### config.mk
export PLATFORM = sky130hd
export DESIGN_NAME = mem_req_ctrl
export DESIGN_NICKNAME = d
export VERILOG_FILES = /design/src/rtl/mem_req_ctrl.sv
export SDC_FILE = /design/constraint.sdc
export NUM_CORES = 1
export LEC_CHECK = 0
export CAP_MARGIN = 20
export CORE_ASPECT_RATIO = 1.1
export CORE_MARGIN = 5
export CORE_UTILIZATION = 40
export CTS_CLUSTER_DIAMETER = 120
export DETAILED_ROUTE_END_ITERATION = 10
export GPL_ROUTABILITY_DRIVEN = 0
export PLACE_DENSITY = 0.81
export SYNTH_ARGS = -nofsm -noshare
export SYNTH_HDL_FRONTEND = slang
export SYNTH_SLANG_ARGS = --single-unit
### constraint.sdc
create_clock -name clk -period 2 [get_ports clk]
set_input_delay 0.4 -clock clk [delete_from_list [all_inputs] [get_ports clk]]
set_output_delay 0.4 -clock clk [all_outputs]
set_load 0.01 [all_outputs]
### src/rtl/mem_req_ctrl.sv
// Single-outstanding request sequencer in front of the 32x32 RAM; writes take one r_w pulse, reads return after RD_LAT.
// Optional MEM_REQ_CTRL_STATS_EN adds saturating wr_count/rd_count outputs.
module mem_req_ctrl #(
  parameter int ADDR_W = 5,
  parameter int DATA_W = 32,
  parameter int RD_LAT = 1
) (
  input  logic              clk,
  input  logic              rst,
  input  logic              req_valid,
  output logic              req_ready,
  input  logic              req_wr,
  input  logic [ADDR_W-1:0] req_addr,
  input  logic [DATA_W-1:0] req_wdata,
  output logic              rsp_valid,
  input  logic              rsp_ready,
  output logic [DATA_W-1:0] rsp_rdata,
  output logic              busy,
  output logic              mem_r_w,
  output logic [ADDR_W-1:0] mem_addr,
  output logic [DATA_W-1:0] mem_d_in,
  input  logic [DATA_W-1:0] mem_d_out
`ifdef MEM_REQ_CTRL_STATS_EN
  ,
  output logic [15:0]       wr_count,
  output logic [15:0]       rd_count
`endif
);

  typedef enum logic [1:0] {IDLE, WRITE, READ, RESP} state_t;

  localparam logic [1:0] LAST = 2'(RD_LAT - 1);

  state_t     state, state_nxt;
  logic [1:0] lat_cnt;
  logic       hs;
  logic       lat_done;

  always_ff @(posedge clk or negedge rst) begin
    if (!rst) state <= IDLE;
    else      state <= state_nxt;
  end

  always_comb begin
    state_nxt = state;
    hs        = 1'b0;
    lat_done  = (lat_cnt == LAST);
    case (state)
      IDLE: begin
        if (req_valid && req_ready) begin
          hs        = 1'b1;
          state_nxt = req_wr ? WRITE : READ;
        end
      end
      WRITE:   state_nxt = IDLE;
      READ:    if (lat_done) state_nxt = RESP;
      RESP:    if (rsp_ready) state_nxt = IDLE;
      default: state_nxt = IDLE;
    endcase
  end

  // Strobes are registered from the next state so the RAM pins never glitch.
  always_ff @(posedge clk or negedge rst) begin
    if (!rst) begin
      req_ready <= 1'b0;
      mem_r_w   <= 1'b0;
      mem_addr  <= '0;
      mem_d_in  <= '0;
      lat_cnt   <= '0;
      rsp_valid <= 1'b0;
      rsp_rdata <= '0;
    end else begin
      req_ready <= (state_nxt == IDLE);
      mem_r_w   <= (state_nxt == WRITE);
      if (hs) begin
        mem_addr <= req_addr;
        mem_d_in <= req_wdata;
        lat_cnt  <= '0;
      end else if (state == READ) begin
        lat_cnt <= lat_cnt + 2'd1;
      end
      if (state == READ && lat_done) begin
        rsp_rdata <= mem_d_out;
        rsp_valid <= 1'b1;
      end else if (state == RESP && rsp_ready) begin
        rsp_valid <= 1'b0;
      end
    end
  end

  assign busy = (state != IDLE);

`ifdef MEM_REQ_CTRL_STATS_EN
  always_ff @(posedge clk or negedge rst) begin
    if (!rst) begin
      wr_count <= '0;
      rd_count <= '0;
    end else begin
      if (state == WRITE && wr_count != 16'hFFFF) wr_count <= wr_count + 16'd1;
      if (state == RESP && rsp_ready && rd_count != 16'hFFFF) rd_count <= rd_count + 16'd1;
    end
  end
`endif

endmodule

[Word-level counts from Yosys, hierarchy flattened]
Index checks and enable logic that the tools add are counted.
Word-level totals
  logic and storage cells: 33
  input bits: 74
  output and inout bits: 73
  flip-flop bits (word level): 76
Operators by class
  add/sub/neg operators: 1
  multiplexer cells: 11
  reduce and logical (&&, ||, !) cells: 9
  equality and inequality tests: 4
Operators by type and width (number)
  $mux W2: 6
  $pmux W2 S4: 1
  $logic_not A2 Y1: 3
  $reduce_bool A2 Y1: 3
  $eq A2 B1 Y1 const B: 2
  $eq A2 B2 Y1 const B: 2
  $mux W1: 4
  $logic_and A1 B1 Y1: 3
  $add A2 B1 Y2 const B: 1

[Longest topological paths before layout]
Gate-level depths: netlist of run 1.
  depth after elaboration: 4
  depth in mapped cells: 5
  depth with buffers taken out: 5

[Worst setup path before layout of run 1]
OpenSTA, ideal clock, no wires.
  path kind: reg-to-reg
  start point: register state[1]
  end point: register mem_addr[4]
  stages on the path, launching flop included: 5
  buffers on the path: 2
  arrival time: 1.329 ns
  setup time: 0.127 ns
  path slack: 0.543 ns
  period minus slack after synthesis: 1.457 ns
  data required time: 1.873 ns
  path through: dfrtp_1 nor4bb_1 buf_2 buf_6 mux2_1
On the way
  longest elaborated chain between the ends: 2
Ends and longest elaborated chain
  from (decl): line 34  | state_t state, state_nxt;
  from (signal assigned): line 41  | else state <= state_nxt;
  $logic_not A2 Y1: line 48  | case (state)
  $mux W1: line 48
  to (signal assigned): line 76  | mem_addr <= req_addr;
  to (decl): line 20  | output logic [ADDR_W-1:0] mem_addr,
No other way between the ends.
A chain may end at the register's enable or synchronous reset.

[Worst setup path in the final report of run 1]
  start point: register state[1]
  end point: output busy
On the way
  longest elaborated chain between the ends: 1
Ends and longest elaborated chain
  $reduce_bool A2 Y1: line 91  | assign busy = (state != IDLE);
  to (decl): line 18  | output logic busy,
No other way between the ends.

==> results of run 1 <==
[routing by layer]
layer  up-vias  routed length (um)  part of all wire (%)
li1        921                   -                     -
met1       981                2810                    39
met2        76                3740                    52
met3        13                 505                   7.0
met4         0                 152                   2.1
met5         -                   0                     0
[cells in the mapped netlist, types with 2 or more instances]
master   count  area [um^2]
mux2_4      30          450
buf_6        7         78.8
mux2_1      39          439
inv_1        4         15.0
a21o_1       2         15.0
dfrtp_1     76         1900
a21oi_1      2         10.0
nand2_1      4         15.0
[worst register-to-register path, stage by stage (launching register included)]
cell and delay (ns):
dfrtp_1 0.48, and2b_2 0.30, nand2_4 0.25, buf_12 0.19, mux2_4 0.31
[area by class of cell]
| cell class | count | area, um^2 | area share [%] |
|---|---|---|---|
| Sequential cell | 76 | 1900 | 39.5 |
| Timing Repair Buffer | 151 | 1550 | 32.1 |
| Multi-Input combinational cell | 88 | 1040 | 21.5 |
| Clock buffer | 11 | 131 | 2.73 |
| Tap cell | 87 | 109 | 2.26 |
| Clock inverter | 4 | 75.1 | 1.56 |
| Inverter | 4 | 15.0 | 0.312 |
[per-stage QoR]
stage	power, uW	utilization, %	cells	hold slack, ns	area [um^2]
2_1_floorplan	4540	-	176	0.104	3020
3_3_place_gp	6450	62.0	406	0.399	4610
3_5_place_dp	6570	62.0	406	0.407	4610
4_1_cts	7830	64.8	421	0.0347	4810
5_1_grt	8150	64.8	421	0.0572	4810
6_report	7710	64.8	421	0.0260	4810
[how the worst min path moves through the flow]
stage          cells past startpoint                      end  slack [ns]
6_report                           1  mem_d_in[4]$_DFFE_PN0P_        0.03
5_1_grt                            1  mem_d_in[8]$_DFFE_PN0P_        0.06
4_1_cts                            1  mem_d_in[8]$_DFFE_PN0P_        0.03
3_5_place_dp                       1  mem_d_in[8]$_DFFE_PN0P_        0.41
3_3_place_gp                       1  mem_d_in[4]$_DFFE_PN0P_        0.40
2_1_floorplan                      0   lat_cnt[0]$_DFFE_PN0P_        0.10
[registers in the layout, indices dropped and copies added, names as in the netlist]
name       flops
lat_cnt        2
mem_addr       5
mem_d_in      32
mem_r_w        1
req_ready      1
rsp_rdata     32
rsp_valid      1
state          2
[cell families after synthesis]
| kind of cell | Yosys count | synth area share, % |
|---|---|---|
| AOI/OAI and AO/OA | 7 | 1.53 |
| adders and majority gates | 1 | 0.414 |
| buffers and inverters | 12 | 3.27 |
| DFF | 76 | 62.9 |
| muxes | 70 | 29.8 |
| and+or+nand+nor | 10 | 2.07 |
[repair_timing]
item / CTS / global route
setup endpoints to repair: 1 / 0
gates resized for setup: 2 / 0
buffers inserted: 0 / 0
[power breakdown]
part | total, uW | internal (uW) | leakage [uW] | switching (uW)
sequential | 2750 | 2320 | 0.000893 | 430
combinational | 3730 | 2420 | 0.00115 | 1310
clock | 1220 | 697 | 0.0000956 | 526
total | 7710 | 5440 | 0.00214 | 2270
==> flow_metrics.tcl, run 1 <==
set metrics [dict create \
    yosysWarnings 0 \
    arrival_ns 1.39 \
    ios 147 \
    core_area_mm2 0.00743 \
    cts_buffers 9 \
    syn-num-nets 251 \
    rsz0062_at_grt "false" \
    reg2reg_depth 4 \
    max_freq_mhz 560 \
    hold_buffers 0 \
    post-route-period-util_pct 89.3 \
    skew_ns 0.0102 \
    ctsRootBufferMaster "clkbuf_8" \
    dieArea_mm2 0.00939 \
    drive_above_1_share_pct 16.2 \
    start_util_pct 40.7 \
    hpwl_mm 5.56 \
    power_density_mw_per_mm2 1600 \
    antenna_left 0 \
    cp_max_fo 8 \
    clkSinkCount 76 \
    critPathSlowestCell "dfrtp_2" \
    die_w_um 92.9 \
    r2r_slack_ns 0.35 \
    synth-edff-count 0 \
    clock_path_buffers 2 \
    avgSynthCellArea_um2 17.2 \
    cts_tree "built" \
    cp_cell_sequence "or2_2 > dlygate4sd2_1" \
    synthToLayoutAreaGrowth_pct 59.3 \
    min_period_ns 1.79 \
    critPathCaptureType "primary output" \
    slew_headroom_pct 66.2 \
    hold_viol_final 0 \
    synthCells 176 \
    rows 33 \
    nets 405 \
    crit_family "flip-flops" \
    grt_max_degree 40 \
    crit_required_ns 1.60 \
    vias_per_cell 4.73 \
    r2r_end "rsp_rdata[22]$_DFFE_PN0P_" \
    grt_use_met3_pct 4.38 \
    dp_slack_ns 0.0696 \
    p_leak_uw 0.00214 \
    drt_wl_total_mm 7.20 \
    cp_num_cells 2 \
    use_met1_pct 18.2 \
    tightest_slew_ns 0.507 \
    critical_path_class "flop to primary output" \
    synth_flop_cell "dfrtp_1" \
    vdd_drop_max_mv 0.814 \
    n_antenna_cell 0 \
    busiest_layer "met2" \
    status "finished clean" \
    setup_tns_ns 0 \
    cts.clk_slew.worst_paths_ns 0.08 \
    layout_commonest_cell "clkdlybuf4s50_1" \
    finalSetupViolations 0 \
    port_buffers 146 \
    htree_levels 3 \
    die_h_um 101 \
    mostFrequentLayoutCells "clkdlybuf4s50_1, dfrtp_1, mux2_1" \
    syn_area_mm2 0.00302 \
    maxSlewViolCount 0 \
    wl_per_cell_um 17.1 \
    hold_path_class "input pin to asynchronous set/reset pin" \
    cp-endpoint "busy" \
    vias 1991 \
    critPathLaunch "state[1]$_DFF_PN0_" \
    fill_cells 569 \
    yosys_register_bits 76 \
    met2_usage_pct 26.8 \
    overflow 0 \
    grt_pass1_wl_mm 11.2 \
    slowest_delay_ns 0.47 \
    grt_pass1_vias 2202 \
    async_reset_ff_share_pct 100 \
    worst_slack_ns 0.213 \
    antenna_found_initial 0 \
    synth_cell_type_count 20 \
    drc_errors 0 \
    cap_violations 0 \
    r2r-start "state[0]$_DFF_PN0_" \
    insertion_delay_ns 0.33 \
    start_kind "flop" \
    grtUsageTotal_pct 15.5 \
    dr.pass1.iters 4 \
    ys_seq_area_share_pct 62.9 \
    path_buf_inv 1 \
    dr.first_iter.drc_count 57 \
]
(Power assumes the default switching activity.)
==> inputs of run 2 (changes only) <==
- RECOVER_POWER: not set -> 25
==> flow_metrics.tcl, run 2 (synthesized netlist as in run 1, its figures left out) <==
set metrics [dict create \
    drive_above_1_share_pct 16.2 \
    maxSlewViolCount 0 \
    overflow 0 \
    port_buffers 146 \
    start_util_pct 40.7 \
    post-route-period-util_pct 89.3 \
    arrival_ns 1.39 \
    dieArea_mm2 0.00939 \
    crit_family "flip-flops" \
    cts_buffers 9 \
    die_w_um 92.9 \
    largest_registers "mem_d_in: 32 flops, rsp_rdata: 32 flops, mem_addr: 5 flops" \
    mostFrequentLayoutCells "clkdlybuf4s50_1, dfrtp_1, mux2_1" \
    clkSinkCount 76 \
    tightest_slew_ns 0.988 \
    ctsRootBufferMaster "clkbuf_8" \
    cap_violations 0 \
    grt_pass1_wl_mm 11.2 \
    cp_cell_sequence "or2_2 > dlygate4sd2_1" \
    cp_max_fo 8 \
    post-cts-setup-buffers 0 \
    vdd_drop_max_mv 0.814 \
    nets 405 \
    hold_path_class "input pin to asynchronous set/reset pin" \
    power_density_mw_per_mm2 1600 \
    max_freq_mhz 560 \
    status "finished clean" \
    hold_viol_final 0 \
    min_period_ns 1.79 \
    slowest_delay_ns 0.47 \
    layout_commonest_cell "clkdlybuf4s50_1" \
    cts.clk_slew.worst_paths_ns 0.08 \
    hpwl_mm 5.56 \
    n_antenna_cell 0 \
    dr.first_iter.drc_count 57 \
    ctsResizeCount 2 \
    drt_wl_total_mm 7.20 \
    synthToLayoutAreaGrowth_pct 59.3 \
    crit_required_ns 1.60 \
    dp_slack_ns 0.0696 \
    fin_hold_ws_ns 0.212 \
    start_kind "flop" \
    antenna_found_initial 0 \
    cts_tree "built" \
    critPathCaptureType "primary output" \
    worst_slack_ns 0.213 \
    drc_errors 0 \
    vias_per_cell 4.73 \
    insertion_delay_ns 0.33 \
    ios 147 \
    die_h_um 101 \
    rsz0062_at_grt "false" \
    grt_pass1_vias 2202 \
    path_buf_inv 1 \
    antenna_left 0 \
    core_area_mm2 0.00743 \
    wl_per_cell_um 17.1 \
    vias 1992 \
    htree_levels 3 \
    grt_max_degree 40 \
    grtUsageTotal_pct 15.5 \
    hold_buffers 0 \
    critical_path_class "flop to primary output" \
    setup_tns_ns 0 \
    finalSetupViolations 0 \
    clock_path_buffers 2 \
    p_leak_uw 0.00214 \
    slew_headroom_pct 34.1 \
    rows 33 \
    postLayoutCoreUtil_pct 64.7 \
    critPathSlowestCell "dfrtp_2" \
    dr.pass1.iters 4 \
    skew_ns 0.00988 \
]
## run 2: stage by stage
step | area [um^2] | std cells | total power (uW)
2_1_floorplan | 3020 | 176 | 4540
3_3_place_gp | 4610 | 406 | 6450
3_5_place_dp | 4610 | 406 | 6570
4_1_cts | 4810 | 421 | 7830
5_1_grt | 4810 | 421 | 8150
6_report | 4810 | 421 | 7710
## run 2: per-layer routing
layer  GRT usage [%]  routed length (um)
met5               0                   0
met4            6.20                 152
met3            4.38                 505
met2            26.8                3740
met1            18.2                2800
## run 2: final timing paths
| check | end | from | cells past startpoint | slack (ns) |
|---|---|---|---|---|
| worst max-delay path | busy | state[1]$_DFF_PN0_ | 2 | 0.21 |
| worst min-delay path | mem_d_in[4]$_DFFE_PN0P_ | rst | 1 | 0.21 |
| worst max register to register | rsp_rdata[22]$_DFFE_PN0P_ | state[0]$_DFF_PN0_ | 4 | 0.35 |
| worst min register to register | mem_d_in[21]$_DFFE_PN0P_ | mem_d_in[21]$_DFFE_PN0P_ | 1 | 0.49 |
| max in group asynchronous | state[1]$_DFF_PN0_ | rst | 2 | 1.04 |
| min in group clk | mem_d_in[21]$_DFFE_PN0P_ | mem_d_in[21]$_DFFE_PN0P_ | 1 | 0.49 |
## run 2: worst register-to-register path: stages, from the launching register on
cell     delay [ns]
dfrtp_1        0.48
and2b_2        0.30
nand2_4        0.25
buf_12         0.19
mux2_4         0.31
## run 2: area by class of cell
cell class	instances	area (um^2)
multi-input cells	88	1040
repair buffers	151	1540
flip-flops and latches	76	1900
clock buffers	11	131
inverters	4	15.0
clock inverters	4	75.1
fillers	570	2620
well taps	87	109
## run 2: power by group
part	internal (uW)	total, uW	switching (uW)
registers	2320	2750	430
clock network	697	1220	526
logic	2420	3730	1310
total	5440	7710	2270
==> edit: new RTL, settings of run 2 <==
Add a define of `MEM_REQ_CTRL_STATS_EN`.
--- a/src/rtl/mem_req_ctrl.sv
+++ b/src/rtl/mem_req_ctrl.sv
@@ -1,5 +1,7 @@
 // Single-outstanding request sequencer in front of the 32x32 RAM; writes take one r_w pulse, reads return after RD_LAT.
 // Optional MEM_REQ_CTRL_STATS_EN adds saturating wr_count/rd_count outputs.
+`define MEM_REQ_CTRL_STATS_EN
+
 module mem_req_ctrl #(
   parameter int ADDR_W = 5,
   parameter int DATA_W = 32,
Function (old outputs only; new: rd_count and wr_count): kept (Yosys induction, for registers that start in step).
==> edit against run 2 <==
  * Power is 16% higher
  * Synthesized area up 47%
  * Critical path depth is 1 higher
  * Register-to-register slack worse by 0.11 ns
  * Final cell count is 76% higher
  * Worst setup slack lost 0.099 ns
  * Sequential cell count up 32
  * Clock power rose by 38%
  * Routed wire length rose by 60%
  * Design area grew 40%
==> edit: results (changes against run 2) <==
The clock reaches the later pin of the worst-skew pair after 0.34 ns. Proportion of synthesized area in mux cells: 9.134% (-21 points). Worst setup slack for register-to-register paths: 0.24 ns (-0.11 ns).

The tools report the count of cell types in the netlist as 31 (+55%). The peak per-stage delay on the critical path was 0.49 ns (+0.02 ns); the met3 routed wirelength was 720 um (+43%). Leakage dissipation: 0.002949 uW (+38%). Total global-route track usage: 17.54% (+2.1 points). The fraction of registers with async set or reset after synthesis is 100.0% (unchanged), and the critical path arrival is 1.49 ns (+0.10 ns).

The run gives 0 (unchanged) as the number of antenna diodes. After clock tree synthesis, the clock-pin slew on the worst setup and hold paths is 0.07 ns. The portion of the post-synthesis area used by sequential elements is 60.90% (-2.0 points).

The run gives 44 (+10%) as the largest net degree at the start of global routing. The tree is rooted in a sky130_fd_sc_hd__clkbuf_16. Xor and xnor area share after synthesis: 5.526% (+5.5 points). The initial antenna violation count was 0 (unchanged); the biggest fanout along the worst timing path was 9 (+1). The worst flop-to-flop path endpoint is wr_count[9]$_DFFE_PN0P_.

The class of the tightest hold or removal check was in -> async. The actual slew at the worst max-slew pin came out at 0.9487 ns (-0.03941 ns). The number of DRC markers after the initial detailed-route iteration is 108 (+89%), and the final HPWL from detailed placement is 8758 um (+57%). The run finished with clean final reports. The tools report the post-route met1 wirelength as 4861 um (+73%). The number of I/O port buffers came out at 178 (+22%).

In this design, the largest share of critical-path delay is due to buffers and inverters. The largest individual stage delay along the critical path comes from the cell sky130_fd_sc_hd__clkdlybuf4s50_1. The detailed router used layers up to and including met4. The wire length of the first global-routing pass is 19230 um (+71%). The deepest level of the CTS H-tree was 3 (unchanged). The final wirelength came out at 11490 um (+60%). The run gives 3622 (+82%) as the via count of the routed design.

In the final layout, the registers with the most flip-flops are mem_d_in: 32 flops, rsp_rdata: 32 flops. Sorting the synthesized cells by how often they occur yields sky130_fd_sc_hd__nand2_1, sky130_fd_sc_hd__dfrtp_1, sky130_fd_sc_hd__mux2_1, sky130_fd_sc_hd__xnor2_1, sky130_fd_sc_hd__nand3_1. The tools report the number of nets produced by synthesis as 478 (+90%). The share of the synthesized area in compound gates (AO/OA/AOI/OAI) is 1.607% (+0.075 points).

The tools report the met2 wirelength from detailed routing as 5645 um (+51%). Ranked by total cell area, the synthesized netlist is headed by sky130_fd_sc_hd__dfrtp_1, sky130_fd_sc_hd__nand2_1, sky130_fd_sc_hd__mux2_1. The tools report the count of synthesis-stage warnings from yosys as 0 (unchanged). The worst register-to-register path begins at state[1]$_DFF_PN0_. The number of global-route vias before repair was 3794 (+72%). The fraction of layout instances using a drive strength above 1 came out at 6.745% (-9.4 points). The logs give 665 (+64%) for the final net count and 2 (unchanged) for the maximum buffer depth of the clock tree. Worst-case reg-to-reg path depth: 5 (+1). The post-synthesis adder-cell area fraction is 0.8458% (+0.43 points). Of all cell types, the one taking the most synthesized area is sky130_fd_sc_hd__dfrtp_1. The tools report the total clock buffers created by CTS as 9 (unchanged). The maximum resistive drop on vdd was 609.0 uV (-25%); the number of detailed-routing iterations run before antenna repair was 4 (unchanged). Post-route clock skew: 0.007987 ns (-0.001894 ns).
[edit: final cells by class]
cell class | count | area, um^2
clock buffer | 10 | 239.0
clock inverter | 6 | 47.55
fill | 932 | 4192
inverter | 7 | 26.28
multi-input combinational | 270 | 1635
sequential | 108 | 2705
tap | 147 | 183.9
timing repair buffer | 192 | 1882
[edit: what timing repair did]
item,4_1_cts,5_1_grt
cloned,0,0
setup buffers,0,3
setup endpoints to repair,1,1
resized for setup,1,2
hold buffers,0,0
[edit: worst max path at each step]
stage,from,to,slack [ns],depth (start not counted)
4_1_cts,state[0]$_DFF_PN0_,busy,0.02,3
5_1_grt,state[0]$_DFF_PN0_,busy,0.04,3
6_report,state[0]$_DFF_PN0_,busy,0.11,3
3_5_place_dp,rsp_ready,rd_count[10]$_DFFE_PN0P_,0.07,5
3_3_place_gp,rsp_ready,rd_count[10]$_DFFE_PN0P_,0.13,5
2_1_floorplan,rd_count[0]$_DFFE_PN0P_,rd_count[1]$_DFFE_PN0P_,0.33,4
[edit: worst reg2reg max path, cell delays in order, from the launching register on]
cell                       delay, ns
sky130_fd_sc_hd__dfrtp_2        0.44
sky130_fd_sc_hd__buf_4          0.15
sky130_fd_sc_hd__nand4b_1       0.23
sky130_fd_sc_hd__nor3_1         0.47
sky130_fd_sc_hd__nand4_1        0.19
sky130_fd_sc_hd__xnor2_1        0.15
[edit: logic make-up after synthesis]
| family | count (synthesis) |
|---|---|
| AOI/OAI and AO/OA | 11 |
| and+or+nand+nor | 192 |
| xor gates and xnor gates | 28 |
| muxes | 36 |
| DFF | 108 |
| buffers and inverters | 23 |
| adders and majority gates | 3 |
[edit: per-layer routing]
layer	track usage [%]	vias to the layer above
li1	-	1709
met5	0	-
met2	28.95	148
met4	6.620	0
met3	4.755	20
met1	22.14	1745
[edit: through the flow]
| step | setup WS [ns] | hold slack, ns | instances | utilization, % | instance area (um^2) |
|---|---|---|---|---|---|
| floorplan | 0.3306 | 0.1044 | 401 | - | 4438 |
| global placement | 0.1347 | 0.4129 | 721 | 58.84 | 6420 |
| detailed placement | 0.07026 | 0.4105 | 721 | 58.84 | 6420 |
| CTS | 0.02001 | 0.04328 | 737 | 61.48 | 6708 |
| global route | 0.03584 | 0.2709 | 740 | 61.58 | 6719 |
| finish | 0.1142 | 0.1976 | 740 | 61.58 | 6719 |
[edit: power by group]
part / switching [uW] / internal, uW
clock network: 796 / 885
registers: 505 / 3010
logic: 1610 / 2140
